`config.mk`:
```
export PLATFORM = sky130hd
export DESIGN_NAME = ssegment_mux_display
export DESIGN_NICKNAME = d
export VERILOG_FILES = /design/src/rtl/ssegment_mux_display_pkg.sv /design/src/rtl/ssegment_mux_display_display.sv /design/src/rtl/ssegment_mux_display.sv
export SDC_FILE = /design/constraint.sdc
export NUM_CORES = 1
export LEC_CHECK = 0
export CORE_MARGIN = 2
export CORE_UTILIZATION = 45
export CTS_CLUSTER_DIAMETER = 200
export DETAILED_ROUTE_END_ITERATION = 7
export PLACE_DENSITY = 0.75
export SKIP_LAST_GASP = 1
export SYNTH_ARGS = -nofsm -noshare
export SYNTH_HDL_FRONTEND = slang
export SYNTH_SLANG_ARGS = --single-unit
```
`constraint.sdc`:
```
create_clock -name clk -period 3.2 [get_ports clk]
set_clock_uncertainty 0.2 [all_clocks]
set_input_delay 0.64 -clock clk [delete_from_list [all_inputs] [get_ports clk]]
set_output_delay 0.64 -clock clk [all_outputs]
set_load 0.01 [all_outputs]
```
`src/rtl/ssegment_mux_display_pkg.sv`:
```
`default_nettype none
// ============================================================================
//  Module      : ssegment_mux_display_pkg
//  Description : Shared constants for the multiplexed seven-segment display:
//                segment bit positions and the active-high hex glyph table.
//  Revision    : 1.0 - initial release
// ============================================================================
package ssegment_mux_display_pkg;

    // Segment bit positions within a 7-bit segment vector
    localparam int c_seg_a     = 0;
    localparam int c_seg_b     = 1;
    localparam int c_seg_c     = 2;
    localparam int c_seg_d     = 3;
    localparam int c_seg_e     = 4;
    localparam int c_seg_f     = 5;
    localparam int c_seg_g     = 6;
    localparam int c_seg_count = 7;

    // Active-high glyphs, entry 15 (F) first so that index n selects digit n
    localparam logic [15:0][c_seg_count-1:0] c_hex_glyph = {
        7'h71, 7'h79, 7'h5E, 7'h39,   // F E d C
        7'h7C, 7'h77, 7'h6F, 7'h7F,   // b A 9 8
        7'h07, 7'h7D, 7'h6D, 7'h66,   // 7 6 5 4
        7'h4F, 7'h5B, 7'h06, 7'h3F    // 3 2 1 0
    };

    function automatic logic [c_seg_count-1:0] hex_glyph(input logic [3:0] nibble);
        return c_hex_glyph[nibble];
    endfunction

endpackage
`default_nettype wire

```
`src/rtl/ssegment_mux_display_display.sv`:
```
`default_nettype none
// ============================================================================
//  Module      : ssegment_display
//  Description : Combinational hex nibble to active-high seven-segment decode.
//  Revision    : 1.0 - initial release
// ============================================================================
module ssegment_display
    import ssegment_mux_display_pkg::*;
(
    input  logic [3:0]             value,
    output logic [c_seg_count-1:0] segments
);

    logic [c_seg_count-1:0] w_glyph;

    assign w_glyph = hex_glyph(value);

    // Output ordering is g..a from MSB to LSB
    assign segments = {w_glyph[c_seg_g], w_glyph[c_seg_f], w_glyph[c_seg_e],
                       w_glyph[c_seg_d], w_glyph[c_seg_c], w_glyph[c_seg_b],
                       w_glyph[c_seg_a]};

endmodule
`default_nettype wire

```
`src/rtl/ssegment_mux_display.sv`:
```
`default_nettype none
// ============================================================================
//  Module      : ssegment_mux_display
//  Description : Time-multiplexed seven-segment driver with shadow registers,
//                per-slot dead time, leading-zero suppression and frame pulse.
//                All outputs are registered (one cycle behind internal state).
//  Revision    : 1.0 - initial release
// ============================================================================
module ssegment_mux_display
    import ssegment_mux_display_pkg::*;
#(
    parameter int NUM_DIGITS     = 4,
    parameter int CLK_DIV        = 50000,
    parameter int BLANK_CYCLES   = 2,
    parameter int SEG_ACTIVE_LOW = 1,
    parameter int AN_ACTIVE_LOW  = 1
) (
    input  logic                    clk,
    input  logic                    rst_n,
    input  logic [4*NUM_DIGITS-1:0] value,
    input  logic [NUM_DIGITS-1:0]   dp_in,
    input  logic                    load,
    input  logic                    en,
    input  logic                    lz_suppress,
    output logic [c_seg_count-1:0]  segments,
    output logic                    dp,
    output logic [NUM_DIGITS-1:0]   anodes,
    output logic                    frame_done
);

    localparam int PRESC_W = (CLK_DIV > 1) ? $clog2(CLK_DIV) : 1;
    localparam int IDX_W   = (NUM_DIGITS > 1) ? $clog2(NUM_DIGITS) : 1;

    localparam logic [PRESC_W-1:0]     c_presc_last = PRESC_W'(CLK_DIV - 1);
    localparam logic [PRESC_W-1:0]     c_blank      = PRESC_W'(BLANK_CYCLES);
    localparam logic [IDX_W-1:0]       c_idx_last   = IDX_W'(NUM_DIGITS - 1);
    localparam logic [NUM_DIGITS-1:0]  c_an_off     = {NUM_DIGITS{AN_ACTIVE_LOW != 0}};
    localparam logic [c_seg_count-1:0] c_seg_off    = {c_seg_count{SEG_ACTIVE_LOW != 0}};
    localparam logic                   c_dp_off     = (SEG_ACTIVE_LOW != 0);

    logic [PRESC_W-1:0]      r_presc;
    logic [IDX_W-1:0]        r_index;
    logic [4*NUM_DIGITS-1:0] r_shadow_value;
    logic [NUM_DIGITS-1:0]   r_shadow_dp;

    logic [NUM_DIGITS-1:0]   w_zero_from;
    logic [NUM_DIGITS-1:0]   w_anode_hot;
    logic [3:0]              w_nibble;
    logic                    w_dp_bit;
    logic                    w_zero_sel;
    logic [c_seg_count-1:0]  w_glyph;
    logic                    w_suppress;
    logic                    w_show;
    logic [NUM_DIGITS-1:0]   w_anodes_next;
    logic [c_seg_count-1:0]  w_segments_next;
    logic                    w_dp_next;
    logic                    w_frame_next;

    // Shadow copy of the digits; only a load strobe changes what is shown
    always_ff @(posedge clk or negedge rst_n) begin
        if (!rst_n) begin
            r_shadow_value <= '0;
            r_shadow_dp    <= '0;
        end else if (load) begin
            r_shadow_value <= value;
            r_shadow_dp    <= dp_in;
        end
    end

    // Slot prescaler and digit index; disabling parks both at zero
    always_ff @(posedge clk or negedge rst_n) begin
        if (!rst_n) begin
            r_presc <= '0;
            r_index <= '0;
        end else if (!en) begin
            r_presc <= '0;
            r_index <= '0;
        end else if (r_presc == c_presc_last) begin
            r_presc <= '0;
            r_index <= (r_index == c_idx_last) ? '0 : r_index + 1'b1;
        end else begin
            r_presc <= r_presc + 1'b1;
        end
    end

    // w_zero_from[i] is set when digits NUM_DIGITS-1 down to i are all zero
    for (genvar i = 0; i < NUM_DIGITS; i++) begin : g_zero_from
        assign w_zero_from[i] = (r_shadow_value[4*NUM_DIGITS-1:4*i] == '0);
    end

    // Select the nibble, dp bit and suppression flag of the current digit
    always_comb begin
        w_nibble    = 4'h0;
        w_dp_bit    = 1'b0;
        w_zero_sel  = 1'b0;
        w_anode_hot = '0;
        for (int i = 0; i < NUM_DIGITS; i++) begin
            if (r_index == IDX_W'(i)) begin
                w_nibble       = r_shadow_value[4*i +: 4];
                w_dp_bit       = r_shadow_dp[i];
                w_zero_sel     = w_zero_from[i];
                w_anode_hot[i] = 1'b1;
            end
        end
    end

    ssegment_display u_decode (
        .value    (w_nibble),
        .segments (w_glyph)
    );

    // Active-high image of the next output state; digit 0 is never suppressed
    always_comb begin
        w_suppress      = lz_suppress && (r_index != '0) && w_zero_sel;
        w_show          = en && (r_presc >= c_blank) && !w_suppress;
        w_anodes_next   = w_show ? w_anode_hot : '0;
        w_segments_next = w_show ? w_glyph : '0;
        w_dp_next       = w_show && w_dp_bit;
        w_frame_next    = en && (r_presc == c_presc_last) && (r_index == c_idx_last);
    end

    // Register outputs with the configured pin polarity
    always_ff @(posedge clk or negedge rst_n) begin
        if (!rst_n) begin
            anodes     <= c_an_off;
            segments   <= c_seg_off;
            dp         <= c_dp_off;
            frame_done <= 1'b0;
        end else begin
            anodes     <= w_anodes_next ^ c_an_off;
            segments   <= w_segments_next ^ c_seg_off;
            dp         <= w_dp_next ^ c_dp_off;
            frame_done <= w_frame_next;
        end
    end

endmodule
`default_nettype wire

```
==> results of run 1 <==
==> registers in the layout, summed over array words and instances, names as in the netlist <==
register,flops
frame_done,1
dp,1
anodes,4
r_index,2
r_shadow_dp,4
r_shadow_value,16
r_presc,16
segments,7
==> path summary, 6_finish.rpt <==
path / to / slack (ns) / depth (start not counted)
min: r_shadow_dp[3]$_DFFE_PN0P_ / 0.28 / 1
max in group asynchronous: segments[3]$_DFF_PN1_ / 1.78 / 2
max reg2reg: segments[2]$_DFF_PN1_ / 0.62 / 7
max: segments[2]$_DFF_PN1_ / 0.62 / 7
min in group clk: r_presc[0]$_DFF_PN0_ / 0.29 / 1
min reg2reg: r_presc[0]$_DFF_PN0_ / 0.29 / 1
==> metal layers <==
metal	vias to the layer above	global-route usage, %	wire, um
met3	9	3.96	225
met2	45	26.6	2240
met5	-	0	0
met4	0	6.03	85
li1	916	-	-
met1	886	25.2	2380
==> final cells by class <==
cell class / count / area (um^2) / area share, %
inverters: 7 / 26.3 / 0.844
well taps: 72 / 90.1 / 2.90
clock buffers: 5 / 68.8 / 2.21
clock inverters: 3 / 46.3 / 1.49
multi-input cells: 171 / 1200 / 38.6
repair buffers: 40 / 388 / 12.5
flip-flops and latches: 51 / 1290 / 41.5
==> kinds of logic after synthesis <==
family | share of synthesized area, %
simple gates | 18.3
flops | 50.4
compound gates | 7.96
mux | 9.97
buf+inv | 2.69
xor+xnor | 4.79
fa+ha+maj | 5.86
==> power by group <==
group / internal [uW] / switching [uW]
combinational: 105 / 92.4
sequential: 693 / 27.0
clock: 236 / 217
total: 1030 / 336
==> per-stage QoR <==
stage | util (%) | hold WS, ns | instance area [um^2]
3_3_place_gp | 54.4 | 0.267 | 3000
6_report | 56.5 | 0.282 | 3110
5_1_grt | 56.5 | 0.313 | 3110
4_1_cts | 56.5 | 0.291 | 3110
2_1_floorplan | - | 0.144 | 2560
3_5_place_dp | 54.4 | 0.279 | 3000
==> cell usage in the layout, fill, tap and decap left out, types with 7 or more instances in the layout <==
master           count
clkdlybuf4s50_1     36
dfrtp_1             39
dfstp_2             12
ha_1                12
inv_1                7
mux2_2              20
nand2_1             25
nand3_1             12
nor2_1              22
xnor2_1              8
==> metrics.cfg, run 1 <==
[timing]
worst_pin_slew_ns = 0.973
post-route-period-util_pct = 80.6
setup_viol = 0
final.setup.worst_slack_ns = 0.620
fmax_ghz = 0.388
relSlewSlack_pct = 35.2
slew_violations = 0
rsz0062_at_grt = false
fin_crit_ns = 2.58
hold_viol = 0
tns_ns = 0

[critical_path]
endpoint_kind = flop
path_cells = inv_1 -> ha_1 -> or4b_2 -> o31ai_1 -> a21oi_1 -> o221a_2 -> o211ai_1
critPathBufInv = 1
crit_path_start = r_index[1]$_DFFE_PN0P_
critPathTopFamily = compound AO/OA/AOI/OAI gates
crit_fanout = 12
reg2reg_from = r_index[1]$_DFFE_PN0P_
crit_slowest_cell = or4b_2
cpPeakStageDelay_ns = 0.62
start_kind = flop
cp.required_ns = 3.23
crit_arrival_ns = 2.61
worstSetupPathType = reg2reg

[power]
powerDensity_nw_per_um2 = 440
p_leak_uw = 0.00128
finalPower_uw = 1370
ir_drop_mv = 0.272

[placed_design]
hpwl_mm = 3.65
port_buffers = 37
place_congestion = 0.874
dp.cells = 341
pre_cts_ws_ns = 0.640

[route]
avgViaCountPerCell = 5.32
drt_iter0_drc = 59
firstDrtPassIters = 4
wl_per_cell_um = 14.1
vias = 1856
wl_mm = 4.93
ant_nets = 0
drc = 0

[hold_path]
hp-class = in2async

[logic_synthesis]
synth_area_leaders = dfrtp_1 38%, dfstp_2 12%, mux2_2 8.8%, ha_1 5.9%, nand2_1 3.7%
synth_edf_count = 0
synth_most_common_cell = dfrtp_1
yosys_warnings = 0
synth.avg_cell_area_um2 = 10.7
synth-seq-area-share_pct = 50.4
synth_top_cell_area_share_pct = 38.1
yosysTopAreaCell = dfrtp_1
ys_types = 38
ys_ff_latch = 51
async_reset_ff_share_pct = 100
synth_cells = 239
syn_nets = 276
yosys-top-cells-count = 39 x dfrtp_1, 25 x nand2_1, 22 x nor2_1
synth.cell_area_um2 = 2560
ys.flop_type = dfrtp_1

[grt]
groute.usage.overall_pct = 17.7
grt_pass1_vias = 1813
grt_max_degree = 46
antenna_found_initial = 0
grt_first_pass_wirelength_mm = 8.62
globalRouteOverflowTotal = 0

[final_layout]
nFillCells = 457
layoutNonFillerInstCount = 349
fin_nets = 313
final_layout_size_suffix_gt1_share_pct = 17.0
diodes = 0
syn_to_final_growth_pct = 21.5

[die]
ios = 38
initial_utilization_pct = 46.5
coreArea_um2 = 5510
die_w_um = 79.4
std_cell_rows = 27
dieArea_um2 = 6310
die-height_um = 79.4

[flow_run]
cap_violations = 0

[status]
status = finished, final reports clean

[clocking]
clk_path_buf_depth = 2
clkSinkCount = 51
cts_tree = done
cts_root_buf = clkbuf_8
ctsResizeCount = 0
worstSkewPairLatency_ns = 0.30
postCtsSetupBuffers = 0
clk_pin_slew_worst_paths_ns = 0.10
htree_levels = 2
ctsHoldBuffers = 0
cts_buffers = 5

(Power assumes the default switching activity.)
==> run 2, diff against run 1 <==
clock period = 2.6 ns   (was 3.2 ns; I/O delays follow)
==> metrics.cfg, run 2 (synthesis results as in run 1) <==
[route]
wl_per_cell_um = 14.1  ; -0.11%
drt_iter0_drc = 68  ; +15%
wl_mm = 5.00  ; +1.3%
ant_nets = 0  ; unchanged
firstDrtPassIters = 4  ; unchanged
avgViaCountPerCell = 5.33  ; +0.29%
vias = 1888  ; +1.7%
drc = 0  ; unchanged

[clocking]
cts_root_buf = clkbuf_8
clk_path_buf_depth = 2  ; unchanged
clkSinkCount = 51  ; unchanged
postCtsSetupBuffers = 0  ; unchanged
cts_buffers = 5  ; unchanged
cts_tree = done
worstSkewPairLatency_ns = 0.31  ; about the same
clk_pin_slew_worst_paths_ns = 0.09  ; about the same
ctsHoldBuffers = 0  ; unchanged
htree_levels = 2  ; unchanged

[power]
ir_drop_mv = 0.322  ; +18%
finalPower_uw = 1670  ; +22%
powerDensity_nw_per_um2 = 529  ; +20%
p_leak_uw = 0.00130  ; +1.6%

[die]
die-height_um = 79.4  ; unchanged
coreArea_um2 = 5510  ; unchanged
initial_utilization_pct = 46.5  ; unchanged
die_w_um = 79.4  ; unchanged
dieArea_um2 = 6310  ; unchanged
ios = 38  ; unchanged
std_cell_rows = 27  ; unchanged

[timing]
fin_crit_ns = 2.48  ; -0.0977 ns
worst_pin_slew_ns = 0.833  ; -0.139 ns
post-route-period-util_pct = 95.5  ; +15 points
relSlewSlack_pct = 44.4  ; +9.3 points
slew_violations = 0  ; unchanged
setup_viol = 0  ; unchanged
final.setup.worst_slack_ns = 0.117  ; -0.502 ns
timing.hold.ws_ns = 0.108  ; -0.174 ns
tns_ns = 0  ; unchanged
fmax_ghz = 0.403  ; +3.9%
hold_viol = 0  ; unchanged

[final_layout]
nFillCells = 467  ; +2.2%
final_cell_mix = 39 x dfrtp_1, 36 x clkdlybuf4s50_1, 25 x nand2_1
syn_to_final_growth_pct = 23.2
postLayoutCoreUtil_pct = 57.3  ; +0.80 points
final_common_cell = dfrtp_1
diodes = 0  ; unchanged
multiInputGateArea_um2 = 1210  ; +1.1%
biggestRegsByFlops = r_presc: 16 flops, r_shadow_value: 16 flops, segments: 7 flops
area.sequential_um2 = 1290  ; unchanged
fin_nets = 318  ; +1.6%
final_layout_size_suffix_gt1_share_pct = 19.9  ; +2.9 points

[placed_design]
pre_cts_ws_ns = 0.0939  ; -0.546 ns
place_congestion = 0.880  ; +0.63%
hpwl_mm = 3.74  ; +2.7%
port_buffers = 37  ; unchanged

[hold_path]
hp-class = in2async

[status]
status = finished, final reports clean

[critical_path]
start_kind = flop
crit_slowest_cell = or4b_2
endpoint_kind = flop
cpPeakStageDelay_ns = 0.59  ; -0.03 ns
reg2reg_from = r_index[1]$_DFFE_PN0P_
worstSetupPathType = reg2reg
r2r_cells = 7  ; unchanged
cp.required_ns = 2.62  ; -0.61 ns
rrSetupSlack_ns = 0.12  ; -0.50 ns
crit_arrival_ns = 2.50  ; -0.11 ns
crit_fanout = 12  ; unchanged
rr_endpoint = segments[0]$_DFF_PN1_
path_cells = inv_1 -> ha_2 -> or4b_2 -> o31ai_1 -> a21oi_1 -> o221a_2 -> o21ai_0

[grt]
grt_pass1_vias = 1879  ; +3.6%
groute.usage.overall_pct = 17.6  ; -0.066 points
grt_first_pass_wirelength_mm = 8.65  ; +0.31%
grt_max_degree = 40  ; -13%
antenna_found_initial = 0  ; unchanged
globalRouteOverflowTotal = 0  ; unchanged

[flow_run]
cap_violations = 0  ; unchanged

## run 2: cell count changes in the layout (fill, tap and decap cells not counted)
cell / previous run / this run
buf_4: 3 / 8
inv_6: 1 / 0
a21oi_1: 6 / 5
ha_1: 12 / 8
a21oi_2: 0 / 1
ha_2: 0 / 4
clkinvlp_4: 1 / 0
clkinv_1: 0 / 1
clkinv_2: 0 / 1
## run 2: through the flow
step                      cells  instance area (um^2)
final                       354                  3160
after global routing        354                  3160
after global placement      346                  3030
after floorplan             239                  2560
after CTS                   354                  3140
after detailed placement    346                  3030
## run 2: metal layers
metal	global-route usage, %	vias up	wire length, um
met5	0	-	0
met4	6.55	0	80
met3	2.83	5	216
met2	28.2	39	2400
met1	24.1	921	2300
li1	-	923	-
## run 2: power breakdown
part	internal [uW]	total [uW]	switching, uW
clock	282	537	255
sequential	853	887	33.9
combinational	134	246	112
total	1270	1670	401
## run 2: what timing repair did
item | CTS | global route
endpoints found under the setup margin | 0 | 9
resized for setup | 0 | 5
hold endpoints to repair | 0 | 0
## run 2: how the worst max path moves through the flow
stage | startpoint | end | slack [ns] | depth (start not counted)
6_report | r_index[1]$_DFFE_PN0P_ | segments[0]$_DFF_PN1_ | 0.12 | 7
5_1_grt | r_index[1]$_DFFE_PN0P_ | segments[0]$_DFF_PN1_ | -0.03 | 7
4_1_cts | r_index[0]$_DFFE_PN0P_ | segments[3]$_DFF_PN1_ | 0.07 | 10
3_5_place_dp | r_index[0]$_DFFE_PN0P_ | segments[3]$_DFF_PN1_ | 0.09 | 10
3_3_place_gp | r_index[0]$_DFFE_PN0P_ | segments[6]$_DFF_PN1_ | 0.19 | 8
2_1_floorplan | r_index[1]$_DFFE_PN0P_ | segments[3]$_DFF_PN1_ | 0.26 | 10
## run 2: final cells by class
type | count | area share [%]
inverters | 7 | 0.833
clock inverters | 3 | 1.23
multi-input cells | 171 | 38.5
clock buffers | 5 | 2.18
repair buffers | 45 | 13.5
well taps | 72 | 2.85
flip-flops and latches | 51 | 40.9
## run 2: worst max-delay path, delay by kind of cell (launching register included)
kind,cells,cell delay (ns)
buffers and inverters,1,0.11
and+or+nand+nor,1,0.59
DFF,1,0.43
AOI/OAI and AO/OA,4,0.79
adders and majority gates,1,0.27
